--- src/rtl/sdram_aref.sv ---
// Periodic SDRAM auto-refresh generator: interval timer, request/grant handshake,
// and a PRECHARGE-ALL + AREF_NUM x AUTO REFRESH burst. Optional macro: SDRAM_AREF_OVERRUN_EN.
module sdram_aref #(
    parameter int CNT_REF_MAX = 749,
    parameter int TRP_CLK     = 2,
    parameter int TRFC_CLK    = 7,
    parameter int AREF_NUM    = 2
) (
    input  logic        clk,
    input  logic        rst,
    input  logic        init_end,
    input  logic        aref_en,
    output logic        aref_req,
    output logic [3:0]  aref_cmd,
    output logic [1:0]  aref_ba,
    output logic [12:0] aref_addr,
`ifdef SDRAM_AREF_OVERRUN_EN
    output logic        aref_overrun,
`endif
    output logic        aref_end
);

    localparam int REF_W_RAW = $clog2(CNT_REF_MAX + 1);
    localparam int REF_W     = (REF_W_RAW > 10) ? REF_W_RAW : 10;

    localparam logic [REF_W-1:0] REF_MAX_V = REF_W'(CNT_REF_MAX);
    localparam logic [3:0]       TRP_LAST  = 4'(TRP_CLK - 1);
    localparam logic [3:0]       TRFC_LAST = 4'(TRFC_CLK - 1);
    localparam logic [2:0]       AR_TOTAL  = 3'(AREF_NUM);

    localparam logic [3:0] CMD_NOP = 4'b0111;
    localparam logic [3:0] CMD_PRE = 4'b0010;
    localparam logic [3:0] CMD_AR  = 4'b0001;

    typedef enum logic [2:0] {
        ST_IDLE = 3'd0,
        ST_PRE  = 3'd1,
        ST_TRP  = 3'd2,
        ST_AR   = 3'd3,
        ST_TRFC = 3'd4,
        ST_END  = 3'd5
    } state_t;

    state_t             state_r;
    state_t             state_nxt_s;
    logic [REF_W-1:0]   cnt_ref_r;
    logic [3:0]         cnt_clk_r;
    logic [2:0]         cnt_ar_r;
    logic               aref_req_r;
    logic [3:0]         aref_cmd_r;
    logic               aref_end_r;
    logic               expire_s;
    logic               grant_s;

    assign expire_s = init_end && (cnt_ref_r == REF_MAX_V);
    assign grant_s  = (state_r == ST_IDLE) && aref_en;

    // Next-state decode of the refresh burst sequencer.
    always_comb begin
        state_nxt_s = state_r;
        case (state_r)
            ST_IDLE: begin
                if (aref_req_r && aref_en) begin
                    state_nxt_s = ST_PRE;
                end else begin
                    state_nxt_s = ST_IDLE;
                end
            end
            ST_PRE:  state_nxt_s = ST_TRP;
            ST_TRP: begin
                if (cnt_clk_r == TRP_LAST) begin
                    state_nxt_s = ST_AR;
                end else begin
                    state_nxt_s = ST_TRP;
                end
            end
            ST_AR:   state_nxt_s = ST_TRFC;
            ST_TRFC: begin
                // cnt_ar_r already counts the AR just issued
                if (cnt_clk_r != TRFC_LAST) begin
                    state_nxt_s = ST_TRFC;
                end else if (cnt_ar_r < AR_TOTAL) begin
                    state_nxt_s = ST_AR;
                end else begin
                    state_nxt_s = ST_END;
                end
            end
            ST_END:  state_nxt_s = ST_IDLE;
            default: state_nxt_s = ST_IDLE;
        endcase
    end

    // Sequencer state, counters, request flag and outputs registered from next state.
    always_ff @(posedge clk) begin
        if (rst) begin
            state_r    <= ST_IDLE;
            cnt_ref_r  <= '0;
            cnt_clk_r  <= 4'd0;
            cnt_ar_r   <= 3'd0;
            aref_req_r <= 1'b0;
            aref_cmd_r <= CMD_NOP;
            aref_end_r <= 1'b0;
        end else begin
            state_r <= state_nxt_s;

            if ((state_nxt_s == state_r) && ((state_r == ST_TRP) || (state_r == ST_TRFC))) begin
                cnt_clk_r <= cnt_clk_r + 4'd1;
            end else begin
                cnt_clk_r <= 4'd0;
            end

            if (state_r == ST_AR) begin
                cnt_ar_r <= cnt_ar_r + 3'd1;
            end else if (state_r == ST_END) begin
                cnt_ar_r <= 3'd0;
            end else begin
                cnt_ar_r <= cnt_ar_r;
            end

            if (!init_end) begin
                cnt_ref_r <= '0;
            end else if (expire_s) begin
                cnt_ref_r <= '0;
            end else begin
                cnt_ref_r <= cnt_ref_r + REF_W'(1);
            end

            // A grant wins over a coincident expiry: requests never queue
            if (!init_end) begin
                aref_req_r <= 1'b0;
            end else if (grant_s) begin
                aref_req_r <= 1'b0;
            end else if (expire_s) begin
                aref_req_r <= 1'b1;
            end else begin
                aref_req_r <= aref_req_r;
            end

            case (state_nxt_s)
                ST_PRE:  aref_cmd_r <= CMD_PRE;
                ST_AR:   aref_cmd_r <= CMD_AR;
                default: aref_cmd_r <= CMD_NOP;
            endcase

            aref_end_r <= (state_nxt_s == ST_END);
        end
    end

`ifdef SDRAM_AREF_OVERRUN_EN
    logic aref_overrun_r;

    // Sticky flag: an interval expired while the previous request was still pending.
    always_ff @(posedge clk) begin
        if (rst) begin
            aref_overrun_r <= 1'b0;
        end else if (expire_s && aref_req_r) begin
            aref_overrun_r <= 1'b1;
        end else begin
            aref_overrun_r <= aref_overrun_r;
        end
    end

    assign aref_overrun = aref_overrun_r;
`endif

    assign aref_req  = aref_req_r;
    assign aref_cmd  = aref_cmd_r;
    assign aref_end  = aref_end_r;
    assign aref_ba   = 2'b11;
    assign aref_addr = 13'h1FFF;

endmodule
--- config.mk ---
export PLATFORM = sky130hd
export DESIGN_NAME = sdram_aref
export DESIGN_NICKNAME = d
export VERILOG_FILES = /design/src/rtl/sdram_aref.sv
export SDC_FILE = /design/constraint.sdc
export NUM_CORES = 1
export LEC_CHECK = 0
export ABC_AREA = 1
export CORE_ASPECT_RATIO = 0.5
export CORE_UTILIZATION = 40
export DETAILED_ROUTE_END_ITERATION = 6
export PLACE_DENSITY_LB_ADDON = 0.08
export SYNTH_ARGS = -nofsm -noshare
export SYNTH_HDL_FRONTEND = slang
export SYNTH_SLANG_ARGS = --single-unit
export TNS_END_PERCENT = 5
--- constraint.sdc ---
create_clock -name clk -period 1.9 [get_ports clk]
set_clock_uncertainty 0.2 [all_clocks]
set_input_delay 0.285 -clock clk [delete_from_list [all_inputs] [get_ports clk]]
set_output_delay 0.285 -clock clk [all_outputs]
set_load 0.005 [all_outputs]
Word level (Yosys, flattened, before mapping) --
Index checks and enable logic that the tools add are counted.
Word-level totals: register bits 26, bits of input ports 4, output and inout port bits 21, logic and storage cells 43
Cells by class: add/subtract/negate cells 3, order comparisons 1, equality and inequality tests 12, mux-type cells 8, bitwise logic cells 2, reductions and logical operators 10
Operators with widths (count):
- one-hot mux 3 bit (5 select lines) | 1
- two-way mux 3 bit | 4
- adder 10 x 1 -> 10 bit, second input constant | 1
- == test 10 bit, second input constant | 1
- == test 3 x 2 -> 1 bit, second input constant | 3
- == test 3 bit, second input constant | 3
- == test 3 x 1 -> 1 bit, second input constant | 2
- one-hot mux 3 bit (2 select lines) | 1
- OR reduction 3 bit | 2
- adder 4 x 1 -> 4 bit, second input constant | 1
- == test 4 x 1 -> 1 bit, second input constant | 1
- logical AND 1 bit | 4
- != test 4 x 3 -> 1 bit, second input constant | 1
- adder 3 x 1 -> 3 bit, second input constant | 1
- == test 3 bit | 1
- zero test 3 bit | 1
- < comparator 3 x 2 -> 1 bit, second input constant | 1
- two-way mux 1 bit | 2
- NOT 1 bit | 2
- nonzero test 2 bit | 1
- OR reduction 2 bit | 1
- logical OR 1 bit | 1

Depth between registers and ports, before layout --
depth after elaboration 8, mapped depth 8, gate-level depth less buffers 8

Worst setup path after synthesis --
Ideal clock, no wire load.
path type flip-flop to flip-flop, from reg cnt_ref_r[0], to reg cnt_ref_r[8], library setup time 0.065 ns, arrival 1.150 ns, data required time 1.635 ns, path slack 0.485 ns, cell stages (with the launch flop) 8, buffers on the path 0, clock period less this slack 1.415 ns, path through dfxtp_1 ha_1 inv_1 nor2_1 nand3_1 nand2_1 nand2_1 nor2_1
Between the ends: longest elaborated chain between the ends 3
RTL lines:
- start: declaration | line 46 | logic [REF_W-1:0] cnt_ref_r;
- start signal: assignment | line 125 | cnt_ref_r <= cnt_ref_r + REF_W'(1);
- branches (longest 3 deep; another with adder 10 x 1 -> 10 bit)
Several ways; the timed one is not identified. A chain may end at the register's enable or synchronous reset.

Worst setup path after layout --
from reg aref_req_r, in the netlist aref_req, to out aref_req
RTL lines:
- start: declaration | line 49 | logic aref_req_r;
- start signal: assignment | line 136 | aref_req_r <= aref_req_r;
- end: declaration | line 13 | output logic aref_req,
No word-level cell between the ends.

==> impl_metrics.ini <==
[status]
status = completed

[global_route]
grt_pass1_wl_mm = 3.59
antenna_found_initial = 0
grt_start_max_net_pins = 14
grt-ovfl-total = 0
grt_use_total_pct = 14.1
grt_pass1_vias = 834

[worst_setup_path]
r2r-start = cnt_ref_r[0]
endpoint_kind = output port
cp-start-kind = flip-flop
slowest_stage = clkdlybuf4s50_1
cp.buffers_inverters = 1
critical_path.cell_chain = clkdlybuf4s50_1
cp-startpoint = aref_req
arrival_ps = 1180
critPathTopFamily = buffers and inverters
cpPeakStageDelay_ps = 520
required_ps = 1410
worstPathMaxFanout = 4
crit_type = reg2out

[pwr]
sequentialPowerShare_pct = 60.5
intPower_mw = 0.685
cellPowerDensity_nw_per_um2 = 632
swShare_pct = 21.7
peakVddDrop_uv = 289
p_sw_mw = 0.190
p_leak_nw = 0.584
clkPwrFrac_pct = 36.2
power.total_mw = 0.875
comb_power_share_pct = 3.3

[synth]
syn_inst = 175
avgSynthCellArea_um2 = 7.29
ys.flop_type = dfxtp_1
ys_async_sr_fraction_pct = 0
syn_area_um2 = 1280
synthMostInstantiatedCell = nand2_1
synth_common_cells = 32 x nand2_1, 26 x nor2_1, 25 x dfxtp_1, 24 x inv_1, 16 x buf_4
synth_top_area_cell = dfxtp_1
synth_edf_count = 0
ys_warn_count = 0
synth_area_leaders = dfxtp_1 39%, buf_4 9.4%, nand2_1 9.4%, nor2_1 7.6%, inv_1 7.1%
yosysSeqAreaShare_pct = 39.2
synth_top_area_share_pct = 39.2
ys_ff_latch = 25
ys_types = 19

[sta]
whs_ps = 263
post-route-worst-setup-slack_ps = 235
final-hold-violation-count = 0
rsz0062_at_grt = false
fin_crit_sh_pct = 87.6
final.setup.tns_ps = 0
slew_violations = 0
fmax_mhz = 601
setup_viol = 0
period_minus_slack_ps = 1660

[clock_tree]
ctsHoldBuffers = 0
cts_tree = done
numClockSinks = 25
cts_resized = 0
numCtsBuffers = 3
insertion_delay_ps = 270
cts_root_buf = clkbuf_8
post_cts_buffers = 0
clk_pin_slew_worst_paths_ps = 80
cts.path.max_buffers = 2
h-tree-depth = 1

[cells_and_area]
fin_cells = 225
area_growth_syn_to_layout_pct = 8.43
final_util_pct = 45.9
n_antenna_cell = 0
final_nets = 196
fin_area_um2 = 1380
layout-drive-gt1-share_pct = 5.95

[detailed_routing]
firstDrtPassIters = 6
top_layer = met4
via_per_inst = 4.27
drt_iter0_drc = 64
ant_nets = 0
drcViolationCount = 0
drt-wirelength-per-cell_um = 8.89
wl_met3_um = 95
vias = 960
wl_met2_um = 838
wl_met1_mm = 1.03
wl_mm = 2.00

[flow_run]
maxCapViolCount = 0

[placed_design]
dp_slack_ps = 219
port_buffers = 8
gp_congestion = 0.748
placed_cell_area_um2 = 1340
dp.cells = 221
dp_hpwl_mm = 1.54

[floorplanning]
io_pins = 25
initial_core_util_pct = 42.4
die_area_um2 = 3430
die_w_um = 81.9
row_count = 14
core_um2 = 3010
die_y_um = 41.9

[worst_hold_path]
holdCritStartpoint = cnt_ar_r[0]
worstHoldPathType = reg2reg
registers in the layout, indices dropped and copies added (netlist names):
signal and flops:
cnt_ref_r 10, cnt_clk_r 4, aref_cmd 3, cnt_ar_r 3
state_r 3, aref_end 1, aref_req 1
final timing paths:
check / endpoint / slack (ps) / cells after the start
worst max register to register: cnt_ref_r[8] / 320 / 7
worst min register to register: cnt_ar_r[0] / 260 / 1
worst min-delay path: cnt_ar_r[0] / 260 / 1
worst max-delay path: aref_req / 240 / 1
power groups by stage:
stage	registers [mW]	clock network [mW]	logic, mW
floorplan	0.541	0	0.0415
global placement	0.542	0	0.0291
detailed placement	0.542	0	0.0290
CTS	0.529	0.330	0.0290
global route	0.530	0.346	0.0353
finish	0.529	0.317	0.0290
cell usage in the layout, fill, tap and decap left out, drive strengths merged:
| cell | instances |
|---|---|
| ha | 6 |
| dfxtp | 25 |
| o21ai | 2 |
| conb | 16 |
| nor2 | 28 |
| or2 | 1 |
| xnor2 | 2 |
| nor3 | 5 |
| clkbuf | 4 |
| inv | 24 |
| nand4 | 5 |
| nand3 | 14 |
| clkdlybuf4s50 | 8 |
| a21oi | 6 |
| nand2 | 35 |
| xor2 | 4 |
layer usage:
layer,vias up,global-route usage [%]
met3,4,4.62
met4,0,6.32
met5,-,0
met1,406,18.9
met2,21,20.3
li1,529,-
cell type report:
class,count,area (um2)
Fill cell,323,1630
Tap cell,40,50.0
Clock buffer,4,45.0
Inverter,24,90.1
Multi-Input combinational cell,124,618
Timing Repair Buffer,8,80.1
Sequential cell,25,500
cells by family after synthesis:
kind of cell | after synthesis | share of synthesized area, %
compound gates | 8 | 3.43
xor+xnor | 6 | 4.12
fa+ha+maj | 6 | 5.88
buf+inv | 40 | 16.5
flops | 25 | 39.2
other cells | 2 | 0.588
simple gates | 88 | 30.3
No activity file was read; power rests on OpenSTA's default activity.
